--- src/rtl/cp_decode_buffer_pkg.sv ---
// Shared types for the decode buffer: immediate format codes, RV32 opcode
// constants and the stored buffer entry.
package cp_pkg;

  // Widest supported PC; entries always store this many PC bits.
  localparam int CP_XLEN_MAX = 64;

  typedef enum logic [2:0] {
    IMM_R = 3'd0,
    IMM_I = 3'd1,
    IMM_S = 3'd2,
    IMM_B = 3'd3,
    IMM_U = 3'd4,
    IMM_J = 3'd5
  } imm_fmt_e;

  localparam logic [6:0] OP_LUI    = 7'b0110111;
  localparam logic [6:0] OP_AUIPC  = 7'b0010111;
  localparam logic [6:0] OP_JAL    = 7'b1101111;
  localparam logic [6:0] OP_JALR   = 7'b1100111;
  localparam logic [6:0] OP_LOAD   = 7'b0000011;
  localparam logic [6:0] OP_IMM    = 7'b0010011;
  localparam logic [6:0] OP_SYSTEM = 7'b1110011;
  localparam logic [6:0] OP_STORE  = 7'b0100011;
  localparam logic [6:0] OP_BRANCH = 7'b1100011;
  localparam logic [6:0] OP_REG    = 7'b0110011;
  localparam logic [6:0] OP_FENCE  = 7'b0001111;

  typedef struct packed {
    logic [31:0]            instr;
    logic [CP_XLEN_MAX-1:0] pc;
  } cp_entry_t;

endpackage

--- src/rtl/cp_decode_buffer_if.sv ---
// Handshake and decoded-field bundle between the fetch side, the decode
// buffer and its consumer. illegal_o exists only with CP_ILLEGAL_CHECK_EN.
interface cp_decode_buffer_if #(
  parameter int XLEN  = 32,
  parameter int DEPTH = 2
);
  import cp_pkg::*;

  logic                     in_valid_i;
  logic                     in_ready_o;
  logic [31:0]              instr_data_i;
  logic [XLEN-1:0]          pc_i;
  logic                     out_valid_o;
  logic                     out_ready_i;
  logic [XLEN-1:0]          pc_o;
  logic [4:0]               rs1_addr_o;
  logic [4:0]               rs2_addr_o;
  logic [4:0]               rd_addr_o;
  logic [2:0]               func3_o;
  logic [6:0]               func7_o;
  logic [6:0]               opcode_o;
  logic [XLEN-1:0]          imm_o;
  imm_fmt_e                 imm_fmt_o;
  logic [$clog2(DEPTH):0]   count_o;
`ifdef CP_ILLEGAL_CHECK_EN
  logic                     illegal_o;
`endif

  // Buffer side.
  modport slave (
    input  in_valid_i, instr_data_i, pc_i, out_ready_i,
    output in_ready_o, out_valid_o, pc_o, rs1_addr_o, rs2_addr_o, rd_addr_o,
           func3_o, func7_o, opcode_o, imm_o, imm_fmt_o, count_o
`ifdef CP_ILLEGAL_CHECK_EN
         , illegal_o
`endif
  );

  // Fetch/consumer side.
  modport master (
    output in_valid_i, instr_data_i, pc_i, out_ready_i,
    input  in_ready_o, out_valid_o, pc_o, rs1_addr_o, rs2_addr_o, rd_addr_o,
           func3_o, func7_o, opcode_o, imm_o, imm_fmt_o, count_o
`ifdef CP_ILLEGAL_CHECK_EN
         , illegal_o
`endif
  );

endinterface

--- src/rtl/cp_decode_buffer_imm_gen.sv ---
// Combinational RV32 immediate extraction: picks the format from the opcode
// and sign-extends the assembled immediate from instruction bit 31 to XLEN.
module cp_imm_gen
  import cp_pkg::*;
#(
  parameter int XLEN = 32
) (
  input  logic [31:0]     i_instr,
  output logic [XLEN-1:0] o_imm,
  output imm_fmt_e        o_imm_fmt
);

  logic [31:0] w_imm32;

  // Format select and 32-bit immediate assembly.
  always_comb begin
    o_imm_fmt = IMM_R;
    w_imm32   = 32'd0;
    case (i_instr[6:0])
      OP_LUI, OP_AUIPC: begin
        o_imm_fmt = IMM_U;
        w_imm32   = {i_instr[31:12], 12'b0};
      end
      OP_JAL: begin
        o_imm_fmt = IMM_J;
        w_imm32   = 32'(signed'({i_instr[31], i_instr[19:12], i_instr[20],
                                 i_instr[30:21], 1'b0}));
      end
      OP_JALR, OP_LOAD, OP_IMM, OP_SYSTEM: begin
        o_imm_fmt = IMM_I;
        w_imm32   = 32'(signed'(i_instr[31:20]));
      end
      OP_STORE: begin
        o_imm_fmt = IMM_S;
        w_imm32   = 32'(signed'({i_instr[31:25], i_instr[11:7]}));
      end
      OP_BRANCH: begin
        o_imm_fmt = IMM_B;
        w_imm32   = 32'(signed'({i_instr[31], i_instr[7], i_instr[30:25],
                                 i_instr[11:8], 1'b0}));
      end
      default: begin
        o_imm_fmt = IMM_R;
        w_imm32   = 32'd0;
      end
    endcase
  end

  assign o_imm = XLEN'(signed'(w_imm32));

endmodule

--- src/rtl/cp_decode_buffer.sv ---
// Decode buffer: DEPTH-entry FIFO of {instr, pc} with combinational field
// decode of the head entry. Optional CP_ILLEGAL_CHECK_EN adds illegal_o.
// in_ready_o depends on occupancy only, so a full buffer never accepts a
// word even when the head is popped in the same cycle.
module cp_decode_buffer
  import cp_pkg::*;
#(
  parameter int XLEN  = 32,
  parameter int DEPTH = 2
) (
  input logic                clk_i,
  input logic                rst_i,
  input logic                flush_i,
  cp_decode_buffer_if.slave  bus
);

  localparam int PW = $clog2(DEPTH);
  localparam int CW = PW + 1;

  cp_entry_t       r_mem [DEPTH];
  logic [PW-1:0]   r_wptr;
  logic [PW-1:0]   r_rptr;
  logic [CW-1:0]   r_count;
  logic            w_push;
  logic            w_pop;
  cp_entry_t       w_head;

  assign bus.in_ready_o  = (r_count < CW'(DEPTH));
  assign bus.out_valid_o = (r_count != '0);
  assign bus.count_o     = r_count;

  assign w_push = bus.in_valid_i && bus.in_ready_o;
  assign w_pop  = bus.out_valid_o && bus.out_ready_i;

  // Pointers and occupancy; reset beats flush, flush beats push/pop.
  always_ff @(posedge clk_i) begin
    if (rst_i || flush_i) begin
      r_wptr  <= '0;
      r_rptr  <= '0;
      r_count <= '0;
    end else begin
      if (w_push) r_wptr <= r_wptr + 1'b1;
      if (w_pop)  r_rptr <= r_rptr + 1'b1;
      case ({w_push, w_pop})
        2'b10:   r_count <= r_count + 1'b1;
        2'b01:   r_count <= r_count - 1'b1;
        default: r_count <= r_count;
      endcase
    end
  end

  // Entry storage; not reset, and writes are dropped on reset or flush.
  always_ff @(posedge clk_i) begin
    if (w_push && !rst_i && !flush_i) begin
      r_mem[r_wptr] <= '{instr: bus.instr_data_i, pc: CP_XLEN_MAX'(bus.pc_i)};
    end
  end

  assign w_head = r_mem[r_rptr];

  assign bus.pc_o       = w_head.pc[XLEN-1:0];
  assign bus.rs1_addr_o = w_head.instr[19:15];
  assign bus.rs2_addr_o = w_head.instr[24:20];
  assign bus.rd_addr_o  = w_head.instr[11:7];
  assign bus.func3_o    = w_head.instr[14:12];
  assign bus.func7_o    = w_head.instr[31:25];
  assign bus.opcode_o   = w_head.instr[6:0];

  generate
    if (XLEN < CP_XLEN_MAX) begin : g_pc_hi
      logic [CP_XLEN_MAX-XLEN-1:0] w_unused_pc_hi;
      assign w_unused_pc_hi = w_head.pc[CP_XLEN_MAX-1:XLEN];
    end
  endgenerate

  cp_imm_gen #(.XLEN(XLEN)) u_imm_gen (
    .i_instr   (w_head.instr),
    .o_imm     (bus.imm_o),
    .o_imm_fmt (bus.imm_fmt_o)
  );

`ifdef CP_ILLEGAL_CHECK_EN
  logic w_legal_op;

  // Opcode whitelist for the head instruction.
  always_comb begin
    w_legal_op = 1'b0;
    case (w_head.instr[6:0])
      OP_LUI, OP_AUIPC, OP_JAL, OP_JALR, OP_LOAD, OP_IMM, OP_SYSTEM,
      OP_STORE, OP_BRANCH, OP_REG, OP_FENCE: w_legal_op = 1'b1;
      default:                               w_legal_op = 1'b0;
    endcase
  end

  assign bus.illegal_o = (w_head.instr[1:0] != 2'b11) || !w_legal_op;
`endif

endmodule

--- src/flat_wrapper.sv ---
// flat-port wrapper written by rule: the top's interface ports become plain ports
module cp_decode_buffer_flat import cp_pkg::*;
#(
  parameter int XLEN  = 32,
  parameter int DEPTH = 2
)
  (clk_i, rst_i, flush_i, bus_in_valid_i, bus_instr_data_i, bus_pc_i, bus_out_ready_i, bus_in_ready_o, bus_out_valid_o, bus_pc_o, bus_rs1_addr_o, bus_rs2_addr_o, bus_rd_addr_o, bus_func3_o, bus_func7_o, bus_opcode_o, bus_imm_o, bus_imm_fmt_o, bus_count_o);
  cp_decode_buffer_if #(.XLEN(XLEN), .DEPTH(DEPTH)) bus_i ();
  input logic clk_i;
  input logic rst_i;
  input logic flush_i;
  input wire logic [$bits(bus_i.in_valid_i)-1:0] bus_in_valid_i;
  input wire logic [$bits(bus_i.instr_data_i)-1:0] bus_instr_data_i;
  input wire logic [$bits(bus_i.pc_i)-1:0] bus_pc_i;
  input wire logic [$bits(bus_i.out_ready_i)-1:0] bus_out_ready_i;
  output wire logic [$bits(bus_i.in_ready_o)-1:0] bus_in_ready_o;
  output wire logic [$bits(bus_i.out_valid_o)-1:0] bus_out_valid_o;
  output wire logic [$bits(bus_i.pc_o)-1:0] bus_pc_o;
  output wire logic [$bits(bus_i.rs1_addr_o)-1:0] bus_rs1_addr_o;
  output wire logic [$bits(bus_i.rs2_addr_o)-1:0] bus_rs2_addr_o;
  output wire logic [$bits(bus_i.rd_addr_o)-1:0] bus_rd_addr_o;
  output wire logic [$bits(bus_i.func3_o)-1:0] bus_func3_o;
  output wire logic [$bits(bus_i.func7_o)-1:0] bus_func7_o;
  output wire logic [$bits(bus_i.opcode_o)-1:0] bus_opcode_o;
  output wire logic [$bits(bus_i.imm_o)-1:0] bus_imm_o;
  output wire logic [$bits(bus_i.imm_fmt_o)-1:0] bus_imm_fmt_o;
  output wire logic [$bits(bus_i.count_o)-1:0] bus_count_o;
  assign bus_i.in_valid_i = bus_in_valid_i;
  assign bus_i.instr_data_i = bus_instr_data_i;
  assign bus_i.pc_i = bus_pc_i;
  assign bus_i.out_ready_i = bus_out_ready_i;
  assign bus_in_ready_o = bus_i.in_ready_o;
  assign bus_out_valid_o = bus_i.out_valid_o;
  assign bus_pc_o = bus_i.pc_o;
  assign bus_rs1_addr_o = bus_i.rs1_addr_o;
  assign bus_rs2_addr_o = bus_i.rs2_addr_o;
  assign bus_rd_addr_o = bus_i.rd_addr_o;
  assign bus_func3_o = bus_i.func3_o;
  assign bus_func7_o = bus_i.func7_o;
  assign bus_opcode_o = bus_i.opcode_o;
  assign bus_imm_o = bus_i.imm_o;
  assign bus_imm_fmt_o = bus_i.imm_fmt_o;
  assign bus_count_o = bus_i.count_o;
  cp_decode_buffer #(.XLEN(XLEN), .DEPTH(DEPTH)) u_core (.clk_i(clk_i), .rst_i(rst_i), .flush_i(flush_i), .bus(bus_i));
endmodule
--- config.mk ---
export PLATFORM = sky130hd
export DESIGN_NAME = cp_decode_buffer_flat
export DESIGN_NICKNAME = d
export VERILOG_FILES = /design/src/rtl/cp_decode_buffer_pkg.sv /design/src/rtl/cp_decode_buffer_if.sv /design/src/rtl/cp_decode_buffer_imm_gen.sv /design/src/rtl/cp_decode_buffer.sv /design/src/flat_wrapper.sv
export SDC_FILE = /design/constraint.sdc
export NUM_CORES = 1
export LEC_CHECK = 0
export BUFFER_PORTS_ARGS = -buffer_cell sky130_fd_sc_hd__buf_2
export CORE_ASPECT_RATIO = 1.5
export CORE_MARGIN = 8
export CORE_UTILIZATION = 45
export CTS_BUF_LIST = sky130_fd_sc_hd__clkbuf_16
export DETAILED_ROUTE_END_ITERATION = 16
export GPL_TIMING_DRIVEN = 0
export PLACE_DENSITY = 0.73
export SLEW_MARGIN = 20
export SYNTH_ARGS = -nofsm -noshare
export SYNTH_HDL_FRONTEND = slang
export SYNTH_SLANG_ARGS = --single-unit
--- constraint.sdc ---
create_clock -name clk_i -period 18.35 [get_ports clk_i]
set_input_delay 0.9175 -clock clk_i [delete_from_list [all_inputs] [get_ports clk_i]]
set_output_delay 0.9175 -clock clk_i [all_outputs]
set_load 0.02 [all_outputs]
-- After elaboration in Yosys (flattened, before gate mapping)
Memories as Yosys holds them, arrays and structs flattened. A register that Yosys moved wholly into a read port is not among the register bits.
Cells that the tools add are included.
Widths: inputs -> output; s select.
- bits in registers: 4
- memory bits (writable): 128
- bits of input ports: 69
- output and inout bits: 103
- word-level logic and storage cells: 38
- memories kept: 1
- memories (memory ; depth ; bits a word ; read ports ; clocked after Yosys merged registers in ; write ports ; line ; source):
    u_core.r_mem ; 2 ; 64 ; 1 ; 1 ; 1 ; cp_decode_buffer.sv:20 ; cp_entry_t r_mem [DEPTH];
- $add $sub $neg: 4
- $lt $le $gt $ge: 1
- equal/unequal tests: 11
- muxes and demuxes: 7
- reductions and logical operators: 11
- operators by type and width (operator ; number):
    $pmux 32 s5 ; 1
    $eq 7x7->1 const B ; 4
    $pmux 3 s5 ; 1
    $eq 7x5->1 const B ; 2
    $eq 7x6->1 const B ; 2
    $eq 7x2->1 const B ; 1
    $logic_and 1x1->1 ; 4
    $mux 1 ; 4
    $pmux 2 s2 ; 1
    $reduce_bool 2->1 ; 2
    $reduce_or 4->1 ; 1
    $add 1x1->1 const B ; 2
    $add 2x1->2 const B ; 1
    $eq 2x1->1 const B ; 1
    $eq 2x2->1 const B ; 1
    $logic_not 1->1 ; 2
    $lt 2x2->1 const B ; 1
    $reduce_or 2->1 ; 1
    $sub 2x1->2 const B ; 1
    $logic_or 1x1->1 ; 1

-- Depth between registers and ports, before layout
Gate-level depths: netlist of run 1.
- word-level depth: 6
- depth in mapped cells: 8
- gate-level depth less buffers: 7

-- Hierarchy
Synthesis of run 1 repeated with hierarchy kept, for this count alone.
- cells, all modules: 326
- area, all modules: 5487.8 um^2
- by module, submodules not included (module ; instances ; cells each ; area each (um^2) ; seq. area each (um^2)):
    cp_decode_buffer ; 1 ; 224 ; 4844.6 ; 3943.8
    cp_imm_gen ; 1 ; 102 ; 643.1 ; 0.0

-- Least setup slack after synthesis of run 1
OpenSTA, ideal clock, no wires.
- kind: in2reg
- start: input bus_in_valid_i
- end: memory u_core.r_mem[1][0] (netlist bit), enable pin
- setup time: 0.665 ns
- arrival: 7.764 ns
- required time: 17.685 ns
- setup slack: 9.920 ns
- cell stages on the path: 3
- path buffers: 0
- path through: nor2b_1 -> inv_1 -> nor4b_1
- cells in the longest elaborated chain, start to end: 5
- ends and longest elaborated chain (what ; line ; source):
    from (decl) ; flat_wrapper.sv:12 ; input wire logic [$bits(bus_i.in_valid_i)-1:0] bus_in_valid_i;
    $logic_and 1x1->1 ; cp_decode_buffer.sv:32 ; assign w_push = bus.in_valid_i && bus.in_ready_o;
    $logic_and 1x1->1 (2 in a row) ; cp_decode_buffer.sv:54 ; if (w_push && !rst_i && !flush_i) begin
    $mux 1 ; cp_decode_buffer.sv:54 ;
    $mux 1 (not written as such) ; cp_decode_buffer.sv:55 ; r_mem[r_wptr] <= '{instr: bus.instr_data_i, pc: CP_XLEN_MAX'(bus.pc_i)};
    to (decl) ; cp_decode_buffer.sv:20 ;
Every way passes these cells.

==> impl_results.md, run 1 <==
* Run status: finished, final reports clean
* Post-CTS sizing at 0
* MaxCap Viol Count at 0
* Synthesized net count at 408
* DR vias at 3740
* Final Skew at 0.00721 ns
* Post-synth ARST share at 0%
* First-pass GRT wire length at 21.6 mm
* IR drop worst, VDD at 0.0000763 V
* Final #Nets at 620
* Yosys cell types at 53
* Pwr/cell area at 96.1 nW/µm²
* Total power at 714 µW
* CP startpoint kind: flip-flop
* Worst Setup Path Type: reg -> out
* RSZ-0062 raised after global routing: false
* Clk slew on worst S/H paths at 0.06 ns
* Grt ovf at 0
* DRC Markers at 0
* CTS sink count at 133
* Worst-margin pin slew at 0.702 ns
* Initial Utilization at 45.8%
* Worst Hold Class: reg -> reg
* WL met1 at 4.99 mm
* Count of state elements after synthesis at 133
* Period utilization at 18.4%
* Initial antenna violation count at 4
* Pin count of the biggest net entering global routing at 17
* Die Wd at 108 µm
* Post-CTS Hold Fix Bufs at 0
* Fin. Hold Viols at 0
* Final setup fails at 0
* Post-route antenna net violation count at 0
* Final instance area at 7440 µm²
* CP required at 17.43 ns
* Post-synthesis xor/xnor area fraction at 0.772%
* FF-to-FF path depth at 6
* Tot GR Track Use at 16.9%
* Worst EP arrival at 2.46 ns
* Number of synthesized flops with an enable pin at 128
* Area growth, synth to finish at 31.2%
* Routed wl met3 at 766 µm
* Setup tns final at 0 ns
* Largest family of logic cells by synthesized area: multiplexers
* H-tree levels at 4
* Clock Tree Root: clkbuf_16
* Placement Setup Slack at 15.35 ns
* Leak at 0.00299 µW
* Share of layout cells above drive strength 1 at 56.5%
* Final WL at 14.0 mm
* Post-Synth Simple-Gate Area at 7.42%
* Crit path capture: bus_imm_o[12]
* Die Y-Extent at 153 µm
* Critical path endpoint category: output port
* Mux share of post-synthesis cell area at 12.7%
* Initial drt markers at 173
* Vias per cell at 5.19
* Reg2reg end: u_core.r_mem[1][56]$_DFFE_PP_
* Most used DFF post-synth: edfxtp_1
* Reg2Reg Setup Slack at 16.15 ns
* DP HPWL at 10.8 mm
* Count of pins over their slew limit at 0
* Vias in the first global route at 4127
* Die footprint at 16500 µm²
* First-pass iteration count of the detailed router at 5
* Maximum clock frequency at 296 MHz
* Post-synthesis sequential area ratio at 69.6%
* Mean Syn Cell Area at 16.8 µm²
* DP Area at 6860 µm²
* Post-CTS Setup Inserts at 0
* Synth Area in Adders at 0.221%
* Fillers at 1002
* Clock period minus worst slack at 3.38 ns
* Skew-Pair Late Insertion Delay at 0.40 ns
* Synth Area in Compound Gates at 6.42%
* # port buffers at 171
* FP Rows at 50
* Boundary Pins at 172
* Ys Warns at 0
* Core box area at 12400 µm²
* Maximum clock insertion buffer count at 2
* Syn Std Cell Area at 5670 µm²
* Highest metal layer with signal wires: met5
* Synth Instances at 338
* Slew margin rel. at 53.2%
* Cts bufs inserted at 17
* Wire per inst at 19.4 µm
* Fin util at 60.0%
* CTS tree: yes
* Wire length on met2 at 7.90 mm
* Setup WS post-layout at 14.97 ns
* WHS Path Cells at 2
* CP Max Fanout at 10
* Global placer's final weighted congestion at 0.834
* Worst r2r src: u_core.bus.count_o[1]$_SDFFE_PP0P_
==> cells in the final DEF, fill, tap and decap left out, types with 4 or more instances in the layout <==
cell type / n
buf_2: 195
buf_4: 8
clkbuf_16: 17
dfxtp_1: 5
edfxtp_1: 128
inv_1: 17
inv_6: 4
mux2_2: 49
mux2i_1: 12
nand2_1: 9
nand3_1: 6
nand3_2: 8
nor3_1: 5
nor3_2: 6
o211ai_1: 8
o21ai_0: 4
o22ai_1: 13
o31ai_1: 4
xnor2_1: 4
==> critical path: stages (launching register included) <==
cell      delay, ns
dfxtp_1        0.32
buf_6          0.14
buf_6          0.14
buf_2          0.25
nand4b_1       0.17
a21boi_1       0.58
o211ai_1       0.17
nand3_2        0.12
buf_2          0.17
==> logic make-up (layout without fill, tap and decap cells) <==
group	after synthesis	after routing
flip-flops	133	133
AND/OR/NAND/NOR	58	58
other	0	2
XOR/XNOR	5	5
adder cells (fa/ha/maj)	1	1
buffers and inverters	34	259
AO/OA/AOI/OAI	43	43
multiplexers	64	64
==> final cells by class <==
type                    count  area (µm²)  share of cell area [%]
diodes                      2        5.00                  0.0673
plain buffers              15        93.8                    1.26
clock buffers              17         425                    5.72
clock inverters            15         145                    1.95
inverters                  19        71.3                   0.959
multi-input cells         171        1570                    21.2
flip-flops and latches    133        3940                    53.0
well taps                 156         195                    2.62
repair buffers            193         983                    13.2
==> cells in the mapped netlist (2+ instances only) <==
library cell / number / area, µm²
edfxtp_1: 128 / 3840
mux2_2: 49 / 552
inv_1: 17 / 63.8
o22ai_1: 13 / 81.3
mux2i_1: 12 / 120
buf_2: 9 / 45.0
nand2_1: 9 / 33.8
nand3_2: 8 / 80.1
o211ai_1: 8 / 60.1
nand3_1: 6 / 30.0
nor3_2: 6 / 60.1
dfxtp_1: 5 / 100
nor3_1: 5 / 25.0
o21ai_0: 4 / 20.0
o31ai_1: 4 / 30.0
xnor2_1: 4 / 35.0
and2_1: 3 / 18.8
buf_6: 3 / 33.8
nand3b_1: 3 / 22.5
nor2_1: 3 / 11.3
a211oi_4: 2 / 40.0
and3_1: 2 / 12.5
clkbuf_1: 2 / 7.51
inv_2: 2 / 7.51
o211ai_2: 2 / 25.0
or3b_4: 2 / 22.5
==> metal layers <==
layer	vias to the layer above	global-route usage [%]
li1	1757	-
met5	-	0
met1	1836	16.8
met4	4	6.97
met2	122	31.6
met3	21	4.46
==> metrics by stage <==
| stage | cells | hold slack, ns |
|---|---|---|
| 2_1_floorplan | 338 | 0.518 |
| 3_3_place_gp | 665 | 0.533 |
| 3_5_place_dp | 687 | 0.557 |
| 4_1_cts | 719 | 0.577 |
| 5_1_grt | 721 | 0.616 |
| 6_report | 721 | 0.584 |
==> sequential cells by signal, indices dropped and copies added (netlist names), named ones only <==
name / count
u_core.r_mem: 128
u_core.r_rptr: 1
u_core.bus.count_o: 2
u_core.r_wptr: 1
==> worst min-delay path by stage <==
stage | from | end | slack [ns]
floorplan | u_core.r_rptr$_SDFFE_PP0P_ | flip-flop | 0.52
global placement | u_core.r_rptr$_SDFFE_PP0P_ | u_core.r_rptr$_SDFFE_PP0P_ | 0.53
detailed placement | u_core.r_rptr$_SDFFE_PP0P_ | flip-flop | 0.56
CTS | u_core.r_rptr$_SDFFE_PP0P_ | flip-flop | 0.58
global route | u_core.r_wptr$_SDFFE_PP0P_ | u_core.r_wptr$_SDFFE_PP0P_ | 0.62
finish | u_core.bus.count_o[1]$_SDFFE_PP0P_ | u_core.bus.count_o[1]$_SDFFE_PP0P_ | 0.58
==> report_power, final <==
group / total (µW) / switching [µW] / internal [µW] / leakage, µW
Combinational: 51.8 / 31.5 / 20.3 / 0.00152
Clock: 321 / 131 / 190 / 0.000272
Sequential: 342 / 2.07 / 340 / 0.00120
No activity file was read; power rests on OpenSTA's default activity.
==> inputs of run 2 (changes only) <==
clock period = 3.3 ns   (was 18.35 ns; I/O delays follow)
==> run 2 against run 1 <==
  * Routed wire length is 4.4% higher
  * Clock-buffer cell count stayed put
  * Utilization is 5.4 points higher
  * Highest routed layer is now met4
==> impl_results.md, run 2 (synthesized netlist as in run 1, its figures left out) <==
* Initial drt markers at 162 (-6.4%)
* Vias in the first global route at 4502 (+9.1%)
* Grt ovf at 0 (unchanged)
* Worst Hold Class: in -> reg
* CP Max Fanout at 10 (unchanged)
* Final #Nets at 674 (+8.7%)
* Area growth, synth to finish at 42.9%
* Pin count of the biggest net entering global routing at 17 (unchanged)
* Critical path endpoint category: output port
* Initial antenna violation count at 0 (-4)
* Non-filler cells, final at 773 (+7.2%)
* Most common cell after layout, fill and taps aside: buf_2
* Cts bufs inserted at 17 (unchanged)
* Largest Register: u_core.r_mem
* Part of the total power dissipated in the clock network at 43.5% (-1.4 points)
* Die Y-Extent at 153 µm (unchanged)
* MaxCap Viol Count at 0 (unchanged)
* FP Rows at 50 (unchanged)
* DP HPWL at 10.7 mm (-1.3%)
* Share of layout cells above drive strength 1 at 49.9% (-6.6 points)
* Hold slack final at 0.0724 ns (-0.511 ns)
* Post-CTS sizing at 0 (unchanged)
* Clock period minus worst slack at 2.66 ns
* CTS sink count at 133 (unchanged)
* Worst Setup Path Type: reg -> out
* Final setup fails at 0 (unchanged)
* Skew-Pair Late Insertion Delay at 0.41 ns (about the same)
* Boundary Pins at 172 (unchanged)
* Combinational Power Share at 8.9% (+1.7 points)
* DRC Markers at 0 (unchanged)
* Sw frac at 22.6% (-0.51 points)
* Clock Tree Root: clkbuf_16
* DP Area at 6900 µm² (+0.64%)
* Fin util at 65.4% (+5.4 points)
* Maximum clock insertion buffer count at 2 (unchanged)
* CP required at 3.13 ns (-14.30 ns)
* ANT cells at 0 (-2)
* First-pass GRT wire length at 22.8 mm (+5.7%)
* Setup tns final at 0 ns (unchanged)
* CTS tree: yes
* Global placer's final weighted congestion at 0.853 (+2.2%)
* Commonest cells after routing, fill and taps aside: buf_2 (180), edfxtp_1 (128), dlygate4sd3_1 (64)
* Max FFs per register at 128 (unchanged)
* Post-route antenna net violation count at 0 (unchanged)
* Fin. Hold Viols at 0 (unchanged)
* Die footprint at 16500 µm² (unchanged)
* Wire per inst at 18.9 µm (-2.6%)
* Maximum clock frequency at 376 MHz
* Period utilization at 80.5%
* Final instance area at 8100 µm² (+8.9%)
* # port buffers at 171 (unchanged)
* RSZ-0062 raised after global routing: false
* Pwr/cell area at 493 nW/µm² (+410%)
* Slew margin rel. at 41.5% (-12 points)
* Leak at 0.00323 µW (+7.7%)
* First-pass iteration count of the detailed router at 4 (-1)
* IR drop worst, VDD at 0.000425 V (+460%)
* Run status: finished, final reports clean
* Share of power burned in registers at 47.6% (-0.2 points)
* Die Wd at 108 µm (unchanged)
* Worst-margin pin slew at 0.873 ns (+0.171 ns)
* H-tree levels at 4 (unchanged)
* Vias per cell at 5.13 (-1.2%)
* Initial Utilization at 45.8% (unchanged)
* Core box area at 12400 µm² (unchanged)
* DR vias at 3962 (+5.9%)
* Worst EP arrival at 2.49 ns (+0.03 ns)
* Tot GR Track Use at 17.9% (+1.0 points)
* CP startpoint kind: flip-flop
* Final WL at 14.6 mm (+4.4%)
* Placed Cells at 677 (-1.5%)
* Count of pins over their slew limit at 0 (unchanged)
* Clk slew on worst S/H paths at 0.06 ns (about the same)
* Psw at 901 µW (+450%)
* Final Skew at 0.00777 ns (+0.000559 ns)
* P_int at 3090 µW (+460%)
## run 2: cell types whose count changed in the layout (fill, tap and decap cells not counted), sizes merged
| cell | change |
|---|---|
| buf | -10 |
| clkinv | +4 |
| clkinvlp | -1 |
| diode | -2 |
| dlygate4sd3 | +64 |
| inv | -3 |
## run 2: power groups by stage
stage	Sequential (µW)	Combinational [µW]	Clock [µW]
3_3_place_gp	1940	274	0
4_1_cts	1900	358	1770
6_report	1900	355	1740
3_5_place_dp	1940	295	0
2_1_floorplan	1940	163	0
5_1_grt	1900	380	1840
## run 2: path summary, 6_finish.rpt
path                                                    startpoint                            end  slack, ns  cells after the start
worst max-delay path                                     flip-flop                  bus_imm_o[17]       0.64                      8
worst min-delay path                                       flush_i     u_core.r_rptr$_SDFFE_PP0P_       0.07                      2
worst max register to register  u_core.bus.count_o[1]$_SDFFE_PP0P_  u_core.r_mem[1][40]$_DFFE_PP_       0.99                      6
worst min register to register          u_core.r_rptr$_SDFFE_PP0P_     u_core.r_rptr$_SDFFE_PP0P_       0.58                      2
## run 2: cell type report
type                       instances  area, µm²
buffer                            15       93.8
clock buffer                      17        425
clock inverter                    15        130
fill                             942       4290
inverter                          19       71.3
multi-input combinational        171       1590
sequential                       133       3940
tap                              156        195
timing repair buffer             247       1650
## run 2: metrics by stage
stage,power [µW],setup slack (ns)
4_1_cts,4030,0.589
3_3_place_gp,2210,-0.997
3_5_place_dp,2230,0.930
6_report,3990,0.643
2_1_floorplan,2100,0.0423
5_1_grt,4120,0.433
## run 2: routing by layer
metal	GRT usage, %	wire, µm	vias to the layer above
li1	-	-	1863
met3	5.98	998	31
met2	33.1	8230	148
met5	0	0	-
met4	8.70	411	0
met1	16.9	4960	1920
## run 2: worst max-delay path, cell delays in order (launching register included)
cell and delay, ns:
dfxtp_1 0.32, buf_6 0.14, buf_6 0.14, buf_2 0.25
nand4b_1 0.18, a21boi_1 0.58, o211ai_1 0.18, nand3_2 0.12
buf_2 0.18
## run 2: repair_timing
item,CTS,global route
hold buffers,64,0
buffers inserted,0,0
hold endpoints to repair,128,0
==> inputs of run 3 (changes only) <==
PLACE_DENSITY = 0.76   (was 0.73)
clock period = 2.4 ns   (was 3.3 ns; I/O delays follow)
==> run 3 against run 2 <==
  * The run now ends with setup timing left
  * Hold slack worse by 0.048 ns
  * First-iteration DRC count increased by 5.6%
  * Worst setup slack lost 0.73 ns
  * Register-to-register slack worse by 0.59 ns
  * Critical path depth rose by 1
  * Utilization grew 5.1 points
  * Flip-flop and latch count did not move
  * Power grew 40%
  * Clock skew grew 0.0016 ns
  * Clock power rose by 38%
  * Die area unchanged
  * Largest cell class unchanged
  * Highest routed layer unchanged
==> impl_results.md, run 3 (synthesized netlist as in run 1, its figures left out) <==
* CP Cell Sequence: buf_4, mux2i_4, inv_4, nor4b_4, a211oi_4, buf_4, buf_6, nor3_4, buf_6
* H-tree levels at 4 (unchanged)
* RSZ-0062 raised after global routing: true
* Fin util at 70.5% (+5.1 points)
* Largest Register: u_core.r_mem
* Pin count of the biggest net entering global routing at 17 (unchanged)
* Initial drt markers at 171 (+5.6%)
* Die Y-Extent at 153 µm (unchanged)
* CP top delay family: buffers and inverters
* Grt ovf at 0 (unchanged)
* FP Rows at 50 (unchanged)
* ANT cells at 0 (unchanged)
* Clock period minus worst slack at 2.49 ns
* Tot GR Track Use at 18.9% (+0.94 points)
* Core box area at 12400 µm² (unchanged)
* Share of layout cells above drive strength 1 at 57.5% (+7.5 points)
* DR vias at 4136 (+4.4%)
* Worst Hold Class: in -> reg
* DRC Markers at 0 (unchanged)
* Pwr/cell area at 638 nW/µm² (+29%)
* Placement Setup Slack at 0.137 ns (-0.793 ns)
* Maximum clock frequency at 402 MHz
* Max FFs per register at 128 (unchanged)
* Critical path buffer and inverter count at 5 (+1)
* Cts bufs inserted at 17 (unchanged)
* Final setup fails at 20 (+20)
* Global placer's final weighted congestion at 0.873 (+2.4%)
* CTS sink count at 133 (unchanged)
* Clock Tree Root: clkbuf_16
* Commonest cells after routing, fill and taps aside: buf_2 (144), edfxtp_1 (128), dlygate4sd3_1 (64)
* Worst Setup Path Type: reg -> out
* CP required at 2.28 ns (-0.85 ns)
* CP Max Fanout at 6 (-4)
* Count of pins over their slew limit at 0 (unchanged)
* Total power at 5570 µW (+40%)
* Initial Utilization at 45.8% (unchanged)
* DP HPWL at 10.9 mm (+2.0%)
* MaxCap Viol Count at 0 (unchanged)
* Area growth, synth to finish at 54.1%
* Wire per inst at 19.9 µm (+5.5%)
* Final Skew at 0.00936 ns (+0.00159 ns)
* Critical-path top delay cell: dfxtp_4
* Period utilization at 104%
* First-pass GRT wire length at 24.2 mm (+6.0%)
* Most common cell after layout, fill and taps aside: buf_2
* Skew-Pair Late Insertion Delay at 0.40 ns (about the same)
* CTS tree: yes
* Post-route antenna net violation count at 0 (unchanged)
* Vias in the first global route at 4685 (+4.1%)
* Failing checks: setup timing
* Boundary Pins at 172 (unchanged)
* Vias per cell at 5.22 (+1.8%)
* CP startpoint kind: flip-flop
* Maximum clock insertion buffer count at 2 (unchanged)
* Final #Nets at 694 (+3.0%)
* First-pass iteration count of the detailed router at 5 (+1)
* Slew margin rel. at 60.7% (+19 points)
* Initial antenna violation count at 0 (unchanged)
* Critical path endpoint category: output port
* Final WL at 15.8 mm (+8.3%)
* Crit path largest cell delay at 0.39 ns (-0.19 ns)
* Fin. Hold Viols at 0 (unchanged)
* Leak at 0.00341 µW (+5.9%)
* Run status: finished with violations
* Setup WS post-layout at -0.0851 ns (-0.728 ns)
* Worst EP arrival at 2.37 ns (-0.12 ns)
* Die Wd at 108 µm (unchanged)
* IR drop worst, VDD at 0.000598 V (+41%)
* Die footprint at 16500 µm² (unchanged)
* Worst-margin pin slew at 0.585 ns (-0.288 ns)
* # port buffers at 171 (unchanged)
* Clk slew on worst S/H paths at 0.06 ns (about the same)
run 3: cell count changes in the layout (fill, tap and decap cells not counted), moves of 4 or more:
cell	delta
o31ai_1	-4
o22ai_1	-11
buf_6	+32
clkinv_4	-4
buf_8	-4
clkinvlp_4	+5
o22ai_2	+8
nor3_4	+5
buf_2	-36
nand2_2	+5
nand2_1	-5
nor3_2	-5
buf_4	+26
mux2i_1	-4
run 3: power by group:
part / leakage (µW) / switching (µW) / total [µW] / internal, µW
clock network: 0.000252 / 976 / 2400 / 1430
logic: 0.00196 / 291 / 557 / 265
registers: 0.00120 / 18.6 / 2610 / 2600
total: 0.00341 / 1290 / 5570 / 4290
run 3: routing by layer:
metal / track usage [%] / vias up / wire length, µm
li1: - / 1904 / -
met1: 17.4 / 2060 / 5220
met2: 35.9 / 145 / 9380
met3: 4.84 / 27 / 847
met4: 10.2 / 0 / 358
met5: 0 / - / 0
run 3: cell type report:
class | instances | area, µm²
buffer | 14 | 100
clock buffer | 17 | 425
clock inverter | 15 | 131
fill | 821 | 3650
inverter | 19 | 73.8
multi-input combinational | 171 | 1850
sequential | 133 | 3950
tap | 156 | 195
timing repair buffer | 268 | 2000
run 3: stage by stage:
step	setup TNS, ns	cells	cell area [µm²]	hold slack [ns]
after floorplan	-93.12	338	5710	0.187
after global routing	-3.80	793	8740	0.0295
after CTS	-0.104	788	8410	0.00433
after global placement	-230.67	665	6760	0.308
after detailed placement	0	679	6930	0.312
final	-0.694	793	8740	0.0243
run 3: path summary, 6_finish.rpt:
| check | from | endpoint | slack [ns] | depth (start not counted) |
|---|---|---|---|---|
| worst min register to register | u_core.r_rptr$_SDFFE_PP0P_ | flip-flop | 0.56 | 2 |
| worst min-delay path | flush_i | u_core.bus.count_o[1]$_SDFFE_PP0P_ | 0.02 | 2 |
| worst max-delay path | flip-flop | bus_imm_o[7] | -0.09 | 9 |
| worst max register to register | u_core.bus.count_o[1]$_SDFFE_PP0P_ | u_core.r_mem[1][26]$_DFFE_PP_ | 0.40 | 6 |
run 3: what timing repair did:
action | 4_1_cts | 5_1_grt
buffers inserted | 12 | 6
gates resized for setup | 59 | 62
pin swaps | 12 | 26
gates cloned | 1 | 0
hold buffers | 64 | 0
endpoints found under the hold margin | 128 | 0
setup endpoints to repair | 66 | 54
